File: src/rtl/dp_issue_arbiter.sv
// dp_issue_arbiter
//
// Round-robin issue controller that shares one fixed-latency 8-bit datapath
// between NREQ requesters. One request is accepted per cycle. The granted
// operand and address are registered onto the datapath inputs. A tag pipeline
// follows each in-flight operation, so the result can be steered back to the
// requester that issued it.
//
// Parameters
//   NREQ  : number of requesters (2..8)
//   LAT   : datapath latency in clock edges, input register to dp_data_out (>=1)
//   BURST : maximum consecutive grants to one requester while others wait (1..15)
//
// Ports
//   clk, rst_n   : core clock and asynchronous active-low reset
//   req_valid    : per-requester request pending
//   req_data     : per-requester 8-bit operand, slice i = [8i+7:8i]
//   req_addr     : per-requester 4-bit address, slice i = [4i+3:4i]
//   req_ready    : one-hot grant (or zero); a transfer is valid & ready
//   dp_data_in   : registered operand to the datapath
//   dp_addr_in   : registered address to the datapath (0 = no-op)
//   dp_data_out  : datapath result
//   rsp_valid    : one-hot pulse marking the result owner
//   rsp_data     : result data, meaningful while rsp_valid is nonzero
//   busy         : issue register or any tag stage occupied
//   stat_issued  : saturating count of accepted requests

module dp_issue_arbiter #(
  parameter int NREQ  = 4,
  parameter int LAT   = 2,
  parameter int BURST = 4
) (
  input  logic                  clk,
  input  logic                  rst_n,
  input  logic [NREQ-1:0]       req_valid,
  input  logic [8*NREQ-1:0]     req_data,
  input  logic [4*NREQ-1:0]     req_addr,
  output logic [NREQ-1:0]       req_ready,
  output logic [7:0]            dp_data_in,
  output logic [3:0]            dp_addr_in,
  input  logic [7:0]            dp_data_out,
  output logic [NREQ-1:0]       rsp_valid,
  output logic [7:0]            rsp_data,
  output logic                  busy,
  output logic [15:0]           stat_issued
);

  localparam int TW = (NREQ > 1) ? $clog2(NREQ) : 1;
  localparam logic [3:0]  BURST_L = 4'(BURST);
  localparam logic [TW:0] NREQ_L  = (TW + 1)'(NREQ);

  typedef enum logic {IDLE, OWN} state_t;

  state_t          state;
  logic [TW-1:0]   owner;
  logic [TW-1:0]   rr_ptr;
  logic [3:0]      burst_cnt;

  logic            others_valid;
  logic            keep_owner;
  logic            rr_found;
  logic [TW-1:0]   rr_idx;
  logic [TW:0]     cand;
  logic            grant_any;
  logic [TW-1:0]   grant_idx;
  logic            transfer;
  logic [7:0]      sel_data;
  logic [3:0]      sel_addr;

  logic            issue_vld;
  logic [LAT:0]    stg_vld;
  logic [TW-1:0]   stg_tag [LAT+1];

  // Grant selection. The current owner keeps the datapath until its burst
  // allowance is used up, but only while someone else is actually waiting;
  // a lone requester streams indefinitely. Otherwise the search starts one
  // past the last new grant, so the previous winner is considered last.
  always_comb begin
    others_valid = 1'b0;
    for (int i = 0; i < NREQ; i++) begin
      if ((TW'(i) != owner) && req_valid[i]) others_valid = 1'b1;
    end

    keep_owner = (state == OWN) && req_valid[owner] &&
                 ((burst_cnt < BURST_L) || !others_valid);

    rr_found = 1'b0;
    rr_idx   = '0;
    cand     = '0;
    for (int k = 1; k <= NREQ; k++) begin
      cand = {1'b0, rr_ptr} + (TW + 1)'(k);
      if (cand >= NREQ_L) cand = cand - NREQ_L;
      if (!rr_found && req_valid[cand[TW-1:0]]) begin
        rr_found = 1'b1;
        rr_idx   = cand[TW-1:0];
      end
    end

    grant_any = keep_owner || rr_found;
    grant_idx = keep_owner ? owner : rr_idx;
  end

  // Ready is gated by rst_n so nothing appears granted while reset is held,
  // even though the selection logic itself is purely combinational.
  always_comb begin
    req_ready = '0;
    if (rst_n && grant_any) req_ready = NREQ'(1) << grant_idx;
    transfer = |(req_valid & req_ready);
  end

  // Operand and address of the granted requester.
  always_comb begin
    sel_data = '0;
    sel_addr = '0;
    for (int i = 0; i < NREQ; i++) begin
      if (TW'(i) == grant_idx) begin
        sel_data = req_data[8*i +: 8];
        sel_addr = req_addr[4*i +: 4];
      end
    end
  end

  // Ownership FSM. A cycle without any transfer drops ownership, but rr_ptr
  // remembers the last new winner so fairness survives idle gaps.
  always_ff @(posedge clk or negedge rst_n) begin
    if (!rst_n) begin
      state     <= IDLE;
      owner     <= '0;
      rr_ptr    <= TW'(NREQ - 1);
      burst_cnt <= '0;
    end else if (transfer) begin
      if (keep_owner) begin
        if (burst_cnt < BURST_L) burst_cnt <= burst_cnt + 4'd1;
      end else begin
        state     <= OWN;
        owner     <= grant_idx;
        rr_ptr    <= grant_idx;
        burst_cnt <= 4'd1;
      end
    end else begin
      state     <= IDLE;
      burst_cnt <= '0;
    end
  end

  // Issue register. Idle cycles drive the all-zero no-op address.
  always_ff @(posedge clk or negedge rst_n) begin
    if (!rst_n) begin
      dp_data_in <= '0;
      dp_addr_in <= '0;
      issue_vld  <= 1'b0;
    end else begin
      dp_data_in <= transfer ? sel_data : 8'd0;
      dp_addr_in <= transfer ? sel_addr : 4'd0;
      issue_vld  <= transfer;
    end
  end

  // Tag pipeline, one stage longer than the datapath latency so that the
  // last stage lines up with the result on dp_data_out.
  always_ff @(posedge clk or negedge rst_n) begin
    if (!rst_n) begin
      stg_vld <= '0;
      for (int i = 0; i <= LAT; i++) stg_tag[i] <= '0;
    end else begin
      stg_vld    <= {stg_vld[LAT-1:0], transfer};
      stg_tag[0] <= grant_idx;
      for (int i = 1; i <= LAT; i++) stg_tag[i] <= stg_tag[i-1];
    end
  end

  // Saturating issue counter.
  always_ff @(posedge clk or negedge rst_n) begin
    if (!rst_n) begin
      stat_issued <= '0;
    end else if (transfer && (stat_issued != 16'hFFFF)) begin
      stat_issued <= stat_issued + 16'd1;
    end
  end

  always_comb begin
    rsp_valid = '0;
    if (stg_vld[LAT]) rsp_valid = NREQ'(1) << stg_tag[LAT];
    rsp_data = dp_data_out;
    busy     = issue_vld || (|stg_vld);
  end

endmodule
File: config.mk
export PLATFORM = sky130hd
export DESIGN_NAME = dp_issue_arbiter
export DESIGN_NICKNAME = d
export VERILOG_FILES = /design/src/rtl/dp_issue_arbiter.sv
export SDC_FILE = /design/constraint.sdc
export NUM_CORES = 1
export LEC_CHECK = 0
export CAP_MARGIN = 20
export CORE_MARGIN = 2
export CORE_UTILIZATION = 43
export CTS_BUF_LIST = sky130_fd_sc_hd__clkbuf_16
export DETAILED_ROUTE_END_ITERATION = 10
export HOLD_SLACK_MARGIN = 0.05
export PLACE_DENSITY = 0.81
export SLEW_MARGIN = 25
export SYNTH_ARGS = -nofsm -noshare
export SYNTH_HDL_FRONTEND = slang
export SYNTH_SLANG_ARGS = --single-unit
File: constraint.sdc
create_clock -name clk -period 2.25 [get_ports clk]
set_input_delay 0.45 -clock clk [delete_from_list [all_inputs] [get_ports clk]]
set_output_delay 0.45 -clock clk [all_outputs]
set_load 0.03 [all_outputs]
==> results.cfg <==
[clocking]
cts_hold_buf = 0
ctsHtreeMaxLevel = 2
cts_buffers = 5
clk_latency_ns = 0.28
cts_sinks = 46
clk_pin_slew_worst_paths_ns = 0.06
tritoncts = yes
clockBufferDepth = 2
cts_root_buffer = clkbuf_16

[floorplanning]
initial_core_util_pct = 43.8
fp-row-count = 28
die_y_um = 81.2
ios = 107
core_area_mm2 = 0.00585
die_w_um = 81.2
dieArea_mm2 = 0.00659

[global_route]
grt_use_total_pct = 21.7
grt_pass1_vias = 2225
grt.overflow.total = 0
grt_max_degree = 47
grt_first_pass_wirelength_um = 10800
antenna_found_initial = 0

[synthesis]
yosysUniqueCellTypes = 50
yosysSeqAreaShare_pct = 45.0
synth_fa_ha_area_share_pct = 0.977
ys_seq_elements = 46
synth_compound_area_share_pct = 16.5
synth_xor_area_share_pct = 5.47
synth_area_mm2 = 0.00256
syn-num-nets = 317
synthSimpleGateAreaFrac_pct = 18.5
synth_top_family_by_area = simple AND/OR/NAND/NOR gates
ys_warn_count = 0
synth_area_leaders = dfrtp_1, mux2i_1, nand2_1
synth-edff-count = 0
yosys_most_used_dff = dfrtp_1
synth.area.mux_share_pct = 7.18
synth_top_area_share_pct = 43.0
synthCells = 253
synth_area_per_cell_um2 = 10.1
synth_top_cell_by_area = dfrtp_1
synth-async-reset-ratio_pct = 100

[detailed_routing]
vias = 2449
dr.pass1.iters = 5
wire_per_inst_um = 16.2
final_antenna_net_count = 0
drt_iter0_markers = 159
wl_um = 7200
via_per_inst = 5.49
drcViolationCount = 0

[sta]
hold_violations = 0
timing.final.crit_share_pct = 112
fin_skew_ns = 0.00692
slew_violations = 0
max_freq_mhz = 396
timing.hold.ws_ns = 0.308
setup-tns-final_ns = -0.971
setup_viol = 4
max_slew_margin_pct = 63.0
period_needed_ns = 2.52
worst_slew_pin_slew_ns = 0.555
rsz0062_at_grt = true
setup_slack_ns = -0.275

[placement]
gp_congestion = 0.891
dp_hpwl_um = 5160
portBuffers = 90

[power]
vdd_drop_max_v = 0.000617
p_per_area_mw_per_mm2 = 1070
p_leak_uw = 0.00170

[setup_path]
end_kind = primary output
critPathLaunchType = flop
cp.arrival_ns = 2.07
r2r-end = dp_data_in[1]
cp.required_ns = 1.80
reg2reg_slack_ns = 0.08
crit_path_max_fanout = 4
ff2ff_path_depth = 9
rr_startpoint = owner[1]
critPathKind = reg2out

[run]
maxCapViolations = 0

[final_layout]
fill_cells = 430
diodes = 0
drive_gt1_share_pct = 24.0
num-nets-final = 434
syn_to_final_growth_pct = 55.1
seq_area_mm2 = 0.00116
multiInputGateArea_mm2 = 0.00137
fin_util_pct = 67.9

[min_path]
hold_class = in2async

[outcome]
violations = negative setup slack
status = finished with violations
## flip-flops by register name, indices dropped and copies added (netlist names)
| name | count |
|---|---|
| dp_data_in | 8 |
| owner | 2 |
| dp_addr_in | 4 |
| burst_cnt | 4 |
| state | 1 |
| stg_vld | 3 |
| stat_issued | 16 |
| stg_tag | 6 |
| rr_ptr | 2 |
## cells in the final DEF, fill, tap and decap left out, types with 9 or more instances in the layout
cell type        synthesis  routed
a32o_1                  11      11
nand2_1                 37      37
o22ai_1                 11      11
mux2i_1                 15      14
inv_1                   10       9
nor2_1                  22      19
clkdlybuf4s50_1          0      81
buf_4                    9      38
dfrtp_1                 44      42
nor3_2                   9      10
## repair_timing
item	4_1_cts	5_1_grt
setup buffers	5	3
endpoints found under the setup margin	16	5
resized for setup	17	14
pin swaps	4	0
## routing by layer
| layer | vias up | GRT usage, % | part of all wire (%) |
|---|---|---|---|
| met4 | 0 | 7.97 | 1.9 |
| met3 | 16 | 4.44 | 5.9 |
| li1 | 1135 | - | - |
| met5 | - | 0 | 0 |
| met1 | 1198 | 28.7 | 41 |
| met2 | 100 | 35.0 | 51 |
## logic make-up (layout without fill, tap and decap cells)
family / Yosys count / count (layout)
AND/OR/NAND/NOR: 93 / 93
AO/OA/AOI/OAI: 51 / 51
flip-flops: 46 / 46
buffers and inverters: 28 / 146
multiplexers: 17 / 17
XOR/XNOR: 16 / 16
adder cells (fa/ha/maj): 2 / 2
## cell usage after synthesis (4+ instances only)
master   instances
nor3_2           9
inv_1           10
nor2_1          22
xnor2_1          8
buf_4            9
a32o_1          11
nor3_1           4
xor2_1           8
a21oi_1          6
o21ai_0          4
nand2_1         37
dfrtp_1         44
mux2i_1         15
o22ai_1         11
## through the flow
stage	worst slack [ns]	total power, uW	instances	cell area, um^2
finish	-0.275	4240	446	3980
CTS	-0.246	4130	443	3880
detailed placement	-0.603	3340	430	3670
global route	-0.363	4460	446	3980
global placement	-0.521	3300	430	3670
floorplan	-0.106	2530	253	2570
## worst max-delay path, cell delays in order, from the launching register on
cell and delay, ns:
dfrtp_2 0.44, buf_4 0.15, inv_2 0.11, a31oi_4 0.16
a21o_4 0.29, nor2_2 0.13, o21ai_1 0.11, buf_4 0.15
nor2_2 0.11, buf_6 0.14
## power breakdown
group	internal (uW)	switching [uW]	total [uW]	leakage (uW)
Combinational	1060	1230	2290	0.00105
Clock	401	288	690	0.0000724
Sequential	1080	187	1260	0.000573
Total	2540	1700	4240	0.00170
## final cells by class
cell class              instances  share of cell area, %
multi-input cells             179                   34.3
repair buffers                128                   29.8
flip-flops and latches         46                   29.1
clock buffers                   5                   3.15
well taps                      75                   2.36
inverters                      10                  0.944
clock inverters                 3                  0.315
## worst max path at each step
stage                 startpoint            to  cells after the start
global placement    req_valid[2]  req_ready[0]                      8
finish                  owner[1]  req_ready[0]                      9
floorplan               owner[1]  req_ready[2]                      7
global route            owner[1]  req_ready[1]                      7
CTS                     owner[1]  req_ready[0]                      7
detailed placement  req_valid[2]  req_ready[0]                      8
(Power assumes the default switching activity.)
